## src/rtl/gnrc_arb_pkg.sv

```systemverilog
// ============================================================================
// Module      : gnrc_arb_pkg
// Description : Shared helpers for the gnrc arbiter family (index width and
//               round-robin pointer increment).
// Revision    : 1.0 - initial release
// ============================================================================
`default_nettype none

package gnrc_arb_pkg;

    // Width of a source index; never below one bit so 1-entry builds still elaborate.
    function automatic int idx_w(input int n);
        return (n > 1) ? $clog2(n) : 1;
    endfunction

    function automatic int rr_next(input int ptr, input int n);
        return (ptr + 1 >= n) ? 0 : ptr + 1;
    endfunction

endpackage : gnrc_arb_pkg

`default_nettype wire

```

## src/rtl/gnrc_rr_picker.sv

```systemverilog
// ============================================================================
// Module      : gnrc_rr_picker
// Description : Combinational rotate-priority picker: first set request at or
//               after ptr, wrapping modulo N.
// Revision    : 1.0 - initial release
// ============================================================================
`default_nettype none

module gnrc_rr_picker
    import gnrc_arb_pkg::*;
#(
    parameter  int N  = 4,
    localparam int IW = idx_w(N)
) (
    input  logic [N-1:0]  req,
    input  logic [IW-1:0] ptr,
    output logic [IW-1:0] gnt_idx,
    output logic          gnt_vld
);

    int w_k;

    // Scan from the farthest offset down so the nearest match to ptr wins.
    always_comb begin
        gnt_idx = '0;
        gnt_vld = 1'b0;
        w_k     = 0;
        for (int i = N - 1; i >= 0; i--) begin
            w_k = int'(ptr) + i;
            if (w_k >= N) begin
                w_k = w_k - N;
            end
            if (req[w_k]) begin
                gnt_idx = IW'(w_k);
                gnt_vld = 1'b1;
            end
        end
    end

endmodule : gnrc_rr_picker

`default_nettype wire

```

## src/rtl/gnrc_stream_arb.sv

```systemverilog
// ============================================================================
// Module      : gnrc_stream_arb
// Description : N-to-1 round-robin valid/ready stream arbiter with a single
//               registered output stage tagging each beat with its source.
//               Optional packet lock: define GNRC_ARB_PKT_LOCK_EN.
// Revision    : 1.0 - initial release
// ============================================================================
`default_nettype none

module gnrc_stream_arb
    import gnrc_arb_pkg::*;
#(
    parameter  int N  = 4,
    parameter  int DW = 16,
    localparam int IW = idx_w(N)
) (
    input  logic            clk_i,
    input  logic            rst_ni,
    input  logic            flush_i,
    input  logic [N-1:0]    valid_i,
    input  logic [N*DW-1:0] data_i,
    output logic [N-1:0]    ready_o,
`ifdef GNRC_ARB_PKT_LOCK_EN
    input  logic [N-1:0]    last_i,
    output logic            last_o,
`endif
    output logic            valid_o,
    output logic [DW-1:0]   data_o,
    output logic [IW-1:0]   idx_o,
    input  logic            ready_i
);

    logic            valid_q, valid_d;
    logic [DW-1:0]   data_q,  data_d;
    logic [IW-1:0]   idx_q,   idx_d;
    logic [IW-1:0]   ptr_q,   ptr_d;

    logic [N-1:0]    w_req;
    logic [IW-1:0]   w_gnt_idx;
    logic            w_gnt_vld;
    logic            w_take;
    logic [DW-1:0]   w_data_arr [N];

    generate
        for (genvar k = 0; k < N; k++) begin : g_unpack
            assign w_data_arr[k] = data_i[k*DW +: DW];
        end
    endgenerate

`ifdef GNRC_ARB_PKT_LOCK_EN
    logic            lock_q,     lock_d;
    logic [IW-1:0]   lock_idx_q, lock_idx_d;
    logic            last_q,     last_d;

    // While a packet is open only its owner may be granted.
    assign w_req = lock_q ? (valid_i & (N'(1) << lock_idx_q)) : valid_i;
`else
    assign w_req = valid_i;
`endif

    gnrc_rr_picker #(
        .N       (N)
    ) u_picker (
        .req     (w_req),
        .ptr     (ptr_q),
        .gnt_idx (w_gnt_idx),
        .gnt_vld (w_gnt_vld)
    );

    // Gating with rst_ni keeps ready_o low while reset is asserted asynchronously.
    assign w_take = rst_ni & w_gnt_vld & (~valid_q | ready_i) & ~flush_i;

    always_comb begin
        ready_o = '0;
        if (w_take) begin
            ready_o[w_gnt_idx] = 1'b1;
        end
    end

    always_comb begin
        valid_d = valid_q;
        data_d  = data_q;
        idx_d   = idx_q;
        ptr_d   = ptr_q;
`ifdef GNRC_ARB_PKT_LOCK_EN
        lock_d     = lock_q;
        lock_idx_d = lock_idx_q;
        last_d     = last_q;
`endif
        if (flush_i) begin
            valid_d = 1'b0;
            ptr_d   = '0;
`ifdef GNRC_ARB_PKT_LOCK_EN
            lock_d  = 1'b0;
`endif
        end else if (w_take) begin
            valid_d = 1'b1;
            data_d  = w_data_arr[w_gnt_idx];
            idx_d   = w_gnt_idx;
`ifdef GNRC_ARB_PKT_LOCK_EN
            last_d  = last_i[w_gnt_idx];
            if (last_i[w_gnt_idx]) begin
                lock_d = 1'b0;
                ptr_d  = IW'(rr_next(int'(w_gnt_idx), N));
            end else begin
                lock_d     = 1'b1;
                lock_idx_d = w_gnt_idx;
            end
`else
            ptr_d   = IW'(rr_next(int'(w_gnt_idx), N));
`endif
        end else if (valid_q && ready_i) begin
            valid_d = 1'b0;
        end
    end

    always_ff @(posedge clk_i or negedge rst_ni) begin
        if (!rst_ni) begin
            valid_q <= 1'b0;
            data_q  <= '0;
            idx_q   <= '0;
            ptr_q   <= '0;
        end else begin
            valid_q <= valid_d;
            data_q  <= data_d;
            idx_q   <= idx_d;
            ptr_q   <= ptr_d;
        end
    end

`ifdef GNRC_ARB_PKT_LOCK_EN
    always_ff @(posedge clk_i or negedge rst_ni) begin
        if (!rst_ni) begin
            lock_q     <= 1'b0;
            lock_idx_q <= '0;
            last_q     <= 1'b0;
        end else begin
            lock_q     <= lock_d;
            lock_idx_q <= lock_idx_d;
            last_q     <= last_d;
        end
    end

    assign last_o = last_q;
`endif

    assign valid_o = valid_q;
    assign data_o  = data_q;
    assign idx_o   = idx_q;

endmodule : gnrc_stream_arb

`default_nettype wire

```

## config.mk

```make
export PLATFORM = sky130hd
export DESIGN_NAME = gnrc_stream_arb
export DESIGN_NICKNAME = d
export VERILOG_FILES = /design/src/rtl/gnrc_arb_pkg.sv /design/src/rtl/gnrc_rr_picker.sv /design/src/rtl/gnrc_stream_arb.sv
export SDC_FILE = /design/constraint.sdc
export NUM_CORES = 1
export LEC_CHECK = 0
export ABC_AREA = 1
export BUFFER_PORTS_ARGS = -buffer_cell sky130_fd_sc_hd__buf_2
export CAP_MARGIN = 5
export CORE_ASPECT_RATIO = 1.5
export CORE_MARGIN = 1.5
export CORE_UTILIZATION = 41
export CTS_CLUSTER_SIZE = 8
export DETAILED_ROUTE_END_ITERATION = 16
export PLACE_DENSITY = 0.83
export SLEW_MARGIN = 20
export SYNTH_ARGS = -nofsm -noshare
export SYNTH_HDL_FRONTEND = slang
export SYNTH_SLANG_ARGS = --single-unit
```

## constraint.sdc

```tcl
create_clock -name clk_i -period 1.9 [get_ports clk_i]
set_input_delay 0.19 -clock clk_i [delete_from_list [all_inputs] [get_ports clk_i]]
set_output_delay 0.19 -clock clk_i [all_outputs]
set_load 0.02 [all_outputs]
```

==> results_dict.tcl, run 1 <==
set metrics [dict create \
    timing.rr.start "ptr_q[0]" \
    r2r_slack_ns -0.13 \
    max_cap_violations 0 \
    criticalPathCategory "flop to primary output" \
    fin_crit_ns 2.17 \
    multi_input_area_sq_um 1200 \
    ant_nets 0 \
    hold_end "data_o[7]" \
    sequential_cell_area_sq_um 528 \
    achievable-frequency_ghz 0.460 \
    run_status "finished with violations" \
    syn_area_sq_um 1760 \
    power.share.combinational 0.765 \
    worst_skew_pair.late_latency_ns 0.26 \
    p_sw_frac 0.537 \
    firstDrtPassIters 4 \
    cts_max_level 1 \
    placement_rows 29 \
    drt-wirelength-per-cell_um 11.8 \
    floorplan.die.width_um 56.4 \
    worstHoldPathType "input pin to flop" \
    vert_die_dim_um 83.2 \
    max-clock-path-buffers 2 \
    post_syn_instances 299 \
    cp.required_ns 1.71 \
    numPortBuffers 94 \
    cts.sink_count 21 \
    grt_total_usage 0.232 \
    r2r-end "data_o[4]" \
    overflow 0 \
    tritoncts_clock_tree "built" \
    final_layout_size_suffix_gt1_frac 0.443 \
    drt_iter0_drc 113 \
    ys.warnings.count 0 \
    remaining_drc_errors 0 \
    tns_ns -2.21 \
    start_util 0.421 \
    design.core.area_sq_um 4170 \
    hold_depth 5 \
    commonest_non_fill_non_tap_cell_in_the_layout "nand2_1" \
    worst_reg_to_reg_cells 17 \
    antenna_cells_inserted 0 \
    hold_path_startpoint "data_i[55]" \
    worst_setup_hold_path_clk_slew_ns 0.08 \
    gpl.final_weighted_congestion 0.944 \
    finalSetupViolCount 19 \
    syn_to_final_growth_pct 55.0 \
    via_count 2203 \
    syn_avg_cell_area_sq_um 5.88 \
    power_frac_seq 0.169 \
    critical_path_arrival_ns 1.98 \
    via_count_of_the_first_global_routing_pass 2124 \
    synth.net_count 375 \
    timing.final.crit_share 1.14 \
    cell_internal_pwr_w 0.00211 \
    power_leakage_nw 1.67 \
    num-fill-cells 367 \
    failed_checks "setup timing" \
    totalWireLength_um 5370 \
    detail_route.vias_per_cell 4.84 \
    power.ir.vdd_worst_mv 1.81 \
    unrepaired_setup_endpoints_after_global_routing "true" \
    ys_types 21 \
    antenna_found_initial 0 \
    share_of_total_power_in_the_clock_network 0.066 \
    placed_cell_area_sq_um 2340 \
    fin_nets 486 \
    grt_start_max_net_pins 24 \
    timing_hold_violations_final 0 \
    power.density_cell_area_nw_per_um2 1670 \
    tritoncts.num_buffers 3 \
    worst-slew-pin-transition_ns 0.277 \
    grt_first_pass_wirelength_um 8870 \
    worstSetupEndpointType "primary output" \
    clk_root_buffer_cell "clkbuf_8" \
    switchingPower_w 0.00244 \
    clock-skew-final_ns 0.00227 \
    worstSetupStartpoint "ptr_q[0]" \
    seq_area_frac_synth 0.299 \
    hpwl_um 3780 \
    cp_max_fo 8 \
    stdcell_area_sq_um 2720 \
    die_area_sq_um 4690 \
    slew-limit-headroom 0.815 \
    setup_slack_ns -0.272 \
    layout_common_cells "nand2_1 (146), buf_2 (90), inv_1 (29)" \
    yosys_register_bits 21 \
    critical_path.startpoint_type "flop" \
    final_max_slew_viol_count 0 \
    boundaryPins 95 \
]
cells by family (layout without fill, tap and decap cells):
logic type / after synthesis / count (layout) / share of synthesized area
compound gates: 6 / 6 / 0.0214
fa+ha+maj: 4 / 4 / 0.0285
buf+inv: 51 / 161 / 0.139
flops: 21 / 21 / 0.299
simple gates: 217 / 217 / 0.512
synthesized netlist by cell type:
library cell  number  area share
inv_4              1      0.0036
buf_6              4       0.026
o22ai_1            1      0.0036
o21ai_0            3      0.0085
ha_1               4       0.028
buf_2              4       0.011
inv_2              2      0.0043
nor2_1             6       0.013
nand2_4            2       0.013
inv_1             36       0.077
nand3_1           35        0.10
nor2_4             1      0.0064
dfrtp_1           21        0.30
a21boi_2           1      0.0064
nor2_2             1      0.0036
nand3_2            1      0.0057
buf_4              4       0.017
and2_1             2      0.0071
nand2_2            2      0.0071
nand2_1          167        0.36
o21ai_1            1      0.0028
final cells by class:
cell class              instances  area share
well taps                      46      0.0211
repair buffers                118       0.268
multi-input cells             227       0.439
clock inverters                 1     0.00184
flip-flops and latches         21       0.194
clock buffers                   3      0.0152
inverters                      39      0.0602
critical path, cell delays in order, from the launching register on:
cell	delay [ns]
dfrtp_2	0.45
clkinv_4	0.12
nand2_2	0.09
and2_4	0.16
nor2_4	0.04
buf_4	0.14
a21boi_4	0.17
nand3_2	0.13
buf_12	0.17
nor2_4	0.12
buf_6	0.12
sequential cells by signal, summed over array words and instances, names as in the netlist:
signal,cells
idx_o,2
valid_o,1
data_o,16
ptr_q,2
worst max path at each step:
| stage | end | depth (start not counted) | slack [ns] |
|---|---|---|---|
| finish | ready_o[0] | 10 | -0.27 |
| global route | ready_o[0] | 10 | -0.36 |
| CTS | ready_o[0] | 14 | -0.20 |
| detailed placement | data_o[13] | 12 | -0.09 |
| global placement | ready_o[1] | 13 | -0.04 |
| floorplan | ready_o[1] | 12 | 0.003 |
stage by stage:
step	hold slack (ns)	utilization	cells	power (W)	setup slack (ns)
global placement	0.204	0.560	441	0.00359	-0.0360
global route	0.225	0.652	455	0.00501	-0.359
floorplan	-0.106	-	299	0.00295	0.00340
detailed placement	0.218	0.560	441	0.00366	-0.0898
CTS	0.209	0.625	455	0.00428	-0.197
finish	0.221	0.652	455	0.00455	-0.272
layer usage:
layer,global-route usage,share of wire
met1,0.283,0.38
met5,0,0
met2,0.410,0.55
met3,0.0171,0.037
met4,0.0974,0.029
power groups by stage:
stage / combinational [W] / sequential, W / clock, W
floorplan: 0.00198 / 0.000971 / 0
global route: 0.00390 / 0.000791 / 0.000322
global placement: 0.00283 / 0.000766 / 0
finish: 0.00348 / 0.000768 / 0.000298
CTS: 0.00322 / 0.000762 / 0.000300
detailed placement: 0.00290 / 0.000761 / 0
repair_timing:
action                                  CTS  global route
setup buffers                             9             2
gates resized for setup                  35            36
hold buffers                              1             0
pin swaps                                14            11
endpoints found under the hold margin    21             0
endpoints found under the setup margin   22            23
gates cloned                              1             0
Power figures use the tool's default switching activity.
==> run 2, diff against run 1 <==
--- a/config.mk
+++ b/config.mk
@@ -14,5 +14,7 @@
 export CTS_CLUSTER_SIZE = 8
 export DETAILED_ROUTE_END_ITERATION = 16
+export GPL_TIMING_DRIVEN = 0
 export PLACE_DENSITY = 0.83
+export SETUP_SLACK_MARGIN = 0.5
 export SLEW_MARGIN = 20
 export SYNTH_ARGS = -nofsm -noshare
==> constraint.sdc (replaced) <==
create_clock -name clk_i -period 1.9 [get_ports clk_i]
set_input_delay 0.19 -clock clk_i [delete_from_list [all_inputs] [get_ports clk_i]]
set_output_delay 0.19 -clock clk_i [all_outputs]
set_load 0.1 [all_outputs]
==> run 2 against run 1 <==
  * The run still ends with setup timing left
  * Global-route usage grew 0.38 points
  * Design area grew 3.3%
  * Critical path depth grew 5
  * Core utilization grew 2.2 points
  * Die area is the same
  * Non-clock buffer count grew 9
  * Maximum frequency shrank 5.0%
  * Hold slack lost 0.0015 ns
  * Worst setup slack lost 0.11 ns
  * Via count grew 2.3%
  * Critical endpoint is now ready_o[3]
  * Highest routed layer unchanged
==> results_dict.tcl, run 2 (synthesis results as in run 1) <==
set metrics [dict create \
    critical_path.startpoint_type "flop" \
    via_count 2253 \
    clock-skew-final_ns 0.00181 \
    gpl.final_weighted_congestion 0.785 \
    cts.sink_count 21 \
    grt_start_max_net_pins 22 \
    final_layout_size_suffix_gt1_frac 0.435 \
    syn_to_final_growth_pct 60.1 \
    worst_setup_hold_path_clk_slew_ns 0.08 \
    boundaryPins 95 \
    setup_slack_ns -0.387 \
    critical_path_arrival_ns 2.10 \
    crit_family "simple AND/OR/NAND/NOR gates" \
    worst-slew-pin-transition_ns 0.961 \
    worst_reg_to_reg_cells 14 \
    r2r-end "data_o[1]" \
    worstSetupEndpointType "primary output" \
    detail_route.vias_per_cell 4.86 \
    remaining_drc_errors 0 \
    numPortBuffers 94 \
    via_count_of_the_first_global_routing_pass 2042 \
    failed_checks "setup timing" \
    cp_max_fo 8 \
    layout_common_cells "nand2_1 (150), buf_2 (93), nand3_1 (33)" \
    timing_hold_violations_final 0 \
    floorplan.die.width_um 56.4 \
    hold_depth 5 \
    cp_num_cells 15 \
    totalWireLength_um 5550 \
    timing.critical_path.slowest_cell_delay_ns 0.45 \
    placement_rows 29 \
    clk_root_buffer_cell "clkbuf_8" \
    flip_flop_count_of_the_largest_register_all_copies_and_words_added 16 \
    worstHoldPathType "input pin to flop" \
    start_util 0.421 \
    drt-wirelength-per-cell_um 12.0 \
    slowest_stage "dfrtp_2" \
    worst_skew_pair.late_latency_ns 0.26 \
    run_status "finished with violations" \
    globalRouteMet2Util 0.441 \
    timing.final.crit_share 1.20 \
    antenna_cells_inserted 0 \
    final_max_slew_viol_count 0 \
    timing.rr.start "ptr_q[0]" \
    cp.required_ns 1.71 \
    design.core.area_sq_um 4170 \
    r2r_slack_ns -0.19 \
    tritoncts.num_buffers 3 \
    critical_path.n_buffers_inverters 5 \
    hpwl_um 3790 \
    die_area_sq_um 4690 \
    grt_total_usage 0.236 \
    cts_max_level 1 \
    worst_setup_path_endpoint "ready_o[3]" \
    worstSetupStartpoint "ptr_q[0]" \
    criticalPathCategory "flop to primary output" \
    most_common_cell_on_crit_path "nand2_2" \
    tns_ns -3.63 \
    firstDrtPassIters 5 \
    crit_chain "clkinv_4 > nand2_2 > nand2_2 > nand2_2 > nand2_4 > nand2_4 > nand2_2 > nand2_2 > nand2_4 > inv_6 > buf_12 > ha_4 > inv_2 > nor2_4 > buf_12" \
    num-fill-cells 366 \
    fin_nets 495 \
    global_route.peak_usage_layer "met2" \
    fin_crit_ns 2.29 \
    commonest_non_fill_non_tap_cell_in_the_layout "nand2_1" \
    antenna_found_initial 0 \
    achievable-frequency_ghz 0.437 \
    ant_nets 0 \
    grt_first_pass_wirelength_um 8890 \
    drt_iter0_drc 75 \
    finalSetupViolCount 19 \
    overflow 0 \
    slew-limit-headroom 0.359 \
    met1_usage 0.277 \
    max_cap_violations 0 \
    max-clock-path-buffers 2 \
    vert_die_dim_um 83.2 \
    unrepaired_setup_endpoints_after_global_routing "true" \
    groute.layer.met3.usage 0.00935 \
    tritoncts_clock_tree "built" \
]
run 2: cell count changes in the layout (fill, tap and decap cells not counted), sizes merged:
cell,change
buf,+9
clkbuf,+1
clkinv,-1
dlygate4sd3,-1
dlymetal6s4s,+1
run 2: worst min-delay path by stage:
stage                     from          to  slack, ns
floorplan               rst_ni   data_o[0]      -0.11
finish              data_i[55]   data_o[7]       0.22
detailed placement      rst_ni  data_o[14]       0.19
global route         data_i[1]   data_o[1]       0.23
CTS                 data_i[55]   data_o[7]       0.22
global placement        rst_ni  data_o[14]       0.18
run 2: metrics by stage:
step                instances  hold slack (ns)  area (sq um)   util  setup slack [ns]
global route              464            0.233          2810  0.674            -0.481
detailed placement        439            0.186          2420  0.579            -0.534
finish                    464            0.220          2810  0.674            -0.387
floorplan                 299           -0.106          1890      -            -0.230
CTS                       464            0.216          2790  0.668            -0.333
global placement          439            0.178          2420  0.579            -0.477
run 2: area by class of cell:
cell class                      count  area [sq um]  area share
Sequential cell                    21           528       0.188
Multi-Input combinational cell    227          1160       0.412
Timing Repair Buffer              115           717       0.255
Tap cell                           46          57.6      0.0205
Inverter                           39           169      0.0601
Clock buffer                        4          45.0      0.0160
Buffer                             12           138      0.0489
run 2: worst reg2reg max path, stage by stage, from the launching register on:
cell	delay [ns]
dfrtp_2	0.45
clkinv_4	0.12
nand2_2	0.08
and2_4	0.15
nor2_4	0.04
buf_4	0.13
a21boi_4	0.16
nand3_2	0.09
buf_6	0.13
buf_4	0.13
buf_6	0.14
nor2_4	0.14
buf_6	0.14
nand2_1	0.05
nand3_1	0.07
run 2: timing repair:
action	4_1_cts	5_1_grt
setup endpoints to repair	25	46
pin swaps	8	6
resized for setup	51	8
cloned	1	0
hold buffers	1	0
endpoints found under the hold margin	21	0
buffers inserted	19	0
run 2: per-layer routing:
layer / wire length (um) / vias to the layer above / part of all wire
met5: 0 / - / 0
met4: 97 / 0 / 0.017
met3: 191 / 12 / 0.034
met2: 3060 / 76 / 0.55
met1: 2200 / 1028 / 0.40
li1: - / 1137 / -
Power of run 2 is left out: the tool's default activity adds up to more than one toggle a clock period on the data nets, which glitch-free logic cannot reach.
==> run 3, diff against run 2 <==
ABC_AREA = default   (was 1)
CORE_UTILIZATION = 39   (was 41)
==> run 3 against run 2 <==
  * The run still ends with setup timing left
  * Routed wire length is 17% lower
  * Hold slack worse by 0.092 ns
  * Critical path type unchanged
  * Synthesized cell count is 57% lower
  * Maximum frequency is 17% higher
  * Worst setup slack better by 0.34 ns
  * Clock skew is 0.00099 ns higher
  * Non-clock buffer count is 10 lower
  * Design area is 7.7% lower
  * Area after synthesis is 14% lower
  * First-iteration DRC count is 85% lower
  * Critical path depth is 8 lower
==> results_dict.tcl, run 3 <==
set metrics [dict create \
    run_status "finished with violations" \
    failed_checks "setup timing" \
    post_synth_and_or_nand_nor_area_fraction 0.124 \
    clock-skew-final_ns 0.00280 \
    synthXorXnorAreaFrac 0 \
    slowest_stage "dfrtp_1" \
    cp.required_ns 1.71 \
    grt_start_max_net_pins 22 \
    most_common_cell_on_crit_path "buf_12" \
    flip_flop_count_of_the_largest_register_all_copies_and_words_added 16 \
    detail_route.vias_per_cell 5.20 \
    seq_area_frac_synth 0.348 \
    multi_input_area_sq_um 1070 \
    layout_common_cells "buf_2 (89), dfrtp_1 (20), nand2_1 (19)" \
    crit_chain "nor2b_2 > o32ai_2 > buf_6 > buf_12 > ha_1 > and2_4 > buf_12" \
    grt_first_pass_wirelength_um 6760 \
    start_util 0.410 \
    power.density_cell_area_nw_per_um2 1020 \
    largest_family_of_logic_cells_by_synthesized_area "multiplexers" \
    sequential_cell_area_sq_um 529 \
    synthMostInstantiatedCell "mux2i_1" \
    yosys_register_bits 21 \
    critical_path_arrival_ns 1.76 \
    gpl.final_weighted_congestion 0.713 \
    synthTopCellsByCount "mux2i_1 (33), dfrtp_1 (21), nand2_1 (19)" \
    worstSetupEndpointType "primary output" \
    slew-limit-headroom 0.357 \
    syn_area_sq_um 1510 \
    power.ir.vdd_worst_mv 0.848 \
    stdcell_area_sq_um 2600 \
    tritoncts.num_buffers 3 \
    final_layout_size_suffix_gt1_frac 0.702 \
    cts_max_level 1 \
    timing.final.crit_share 1.02 \
    vert_die_dim_um 79.2 \
    design.core.area_sq_um 3680 \
    max_cap_violations 0 \
    numPortBuffers 94 \
    hold_depth 2 \
    placement_rows 27 \
    totalWireLength_um 4620 \
    ant_nets 0 \
    cts.sink_count 21 \
    floorplan.die.width_um 53.8 \
    ys_types 27 \
    worstHoldPathType "input pin to flop" \
    synth-compound-area-share 0.190 \
    syn_to_final_growth_pct 72.1 \
    syn_avg_cell_area_sq_um 11.6 \
    criticalPathCategory "flop to primary output" \
    post_synth_mux_area_share 0.219 \
    tritoncts_clock_tree "built" \
    hpwl_um 3050 \
    die_area_sq_um 4260 \
    boundaryPins 95 \
    fin_crit_ns 1.95 \
    ys.warnings.count 0 \
    commonest_non_fill_non_tap_cell_in_the_layout "buf_2" \
    achievable-frequency_ghz 0.513 \
    critical_path.startpoint_type "flop" \
    synth.net_count 206 \
    worst_reg_to_reg_cells 9 \
    power_leakage_nw 1.29 \
    cp_max_fo 4 \
    grt_total_usage 0.220 \
    unrepaired_setup_endpoints_after_global_routing "true" \
    timing_hold_violations_final 0 \
    finalSetupViolCount 4 \
    synth_top_area_share 0.348 \
    num-fill-cells 286 \
    drt-wirelength-per-cell_um 16.2 \
    via_count 1483 \
    worst-slew-pin-transition_ns 0.964 \
    max-clock-path-buffers 2 \
    drt_iter0_drc 11 \
    overflow 0 \
    hold_ws_ns 0.127 \
    synth_top_flop_cell "dfrtp_1" \
    yosysTopAreaCell "dfrtp_1" \
    worst_skew_pair.late_latency_ns 0.26 \
    post_syn_instances 130 \
    firstDrtPassIters 4 \
    synth-async-reset-ratio 1.00 \
    via_count_of_the_first_global_routing_pass 1442 \
    placed_cell_area_sq_um 2090 \
    remaining_drc_errors 0 \
    antenna_found_initial 0 \
    timing.critical_path.slowest_cell_delay_ns 0.41 \
    clk_root_buffer_cell "clkbuf_8" \
    setup_slack_ns -0.0474 \
    synth-adder-area-share 0.0332 \
    ys_top_cells_by_area "dfrtp_1 (35%), mux2i_1 (22%), o221ai_2 (12%)" \
    synth_edf_count 0 \
    worst_setup_hold_path_clk_slew_ns 0.07 \
    antenna_cells_inserted 0 \
    fin_nets 319 \
    final_max_slew_viol_count 0 \
]
## run 3: cell types whose count changed after synthesis, sizes merged, moves of 2 or more
cell / delta
and2: +2
buf: -3
inv: -37
mux2i: +33
nand2: -151
nand2b: +3
nand3: -36
nor2: -4
nor2b: +5
o21ai: -2
o221ai: +17
## run 3: final timing paths
path / from / endpoint / slack (ns)
worst max-delay path: ptr_q[0] / ready_o[1] / -0.05
worst min register to register: data_o[14] / data_o[14] / 0.49
worst min-delay path: flush_i / valid_o / 0.13
worst max register to register: ptr_q[0] / data_o[13] / 0.07
min in group asynchronous: rst_ni / data_o[5] / 0.29
max in group asynchronous: rst_ni / valid_o / 0.91
## run 3: cell families after synthesis
| family | after synthesis |
|---|---|
| simple gates | 37 |
| mux | 33 |
| compound gates | 24 |
| flops | 21 |
| buf+inv | 11 |
| fa+ha+maj | 4 |
## run 3: per-layer routing
layer	up-vias	wire (um)	global-route usage
met2	73	2540	0.396
met4	0	99	0.0872
met3	6	268	0.0282
met5	-	0	0
met1	694	1710	0.247
li1	710	-	-
## run 3: worst max-delay path: cells and delay by family, from the launching register on
family / cells / cell delay, ns
AND/OR/NAND/NOR: 2 / 0.23
adder cells (fa/ha/maj): 1 / 0.15
AO/OA/AOI/OAI: 1 / 0.28
buffers and inverters: 3 / 0.42
flip-flops: 1 / 0.41
## run 3: report_power, final
part	internal (W)	switching, W
Sequential	0.000554	0.0000607
Clock	0.000149	0.000143
Combinational	0.000555	0.00120
## run 3: area by class of cell
type,count,area share
clock buffers,4,0.0173
plain buffers,9,0.0559
flip-flops and latches,21,0.204
inverters,2,0.00482
repair buffers,108,0.287
multi-input cells,98,0.410
well taps,43,0.0207
## run 3: timing repair
item | in CTS | in global routing
gates resized for setup | 51 | 14
endpoints found under the hold margin | 21 | 0
cloned | 2 | 1
hold buffers | 1 | 0
setup buffers | 9 | 1
pin swaps | 16 | 4
endpoints found under the setup margin | 24 | 44
## run 3: metrics by stage
| step | setup TNS, ns | worst slack, ns | utilization | total power (W) | instances |
|---|---|---|---|---|---|
| 2_1_floorplan | 0 | 0.225 | - | 0.00182 | 130 |
| 3_3_place_gp | -0.640 | -0.179 | 0.567 | 0.00209 | 267 |
| 3_5_place_dp | -0.694 | -0.188 | 0.567 | 0.00210 | 267 |
| 4_1_cts | -0.0971 | -0.0293 | 0.678 | 0.00262 | 283 |
| 5_1_grt | -0.344 | -0.106 | 0.705 | 0.00276 | 285 |
| 6_report | -0.108 | -0.0474 | 0.705 | 0.00266 | 285 |
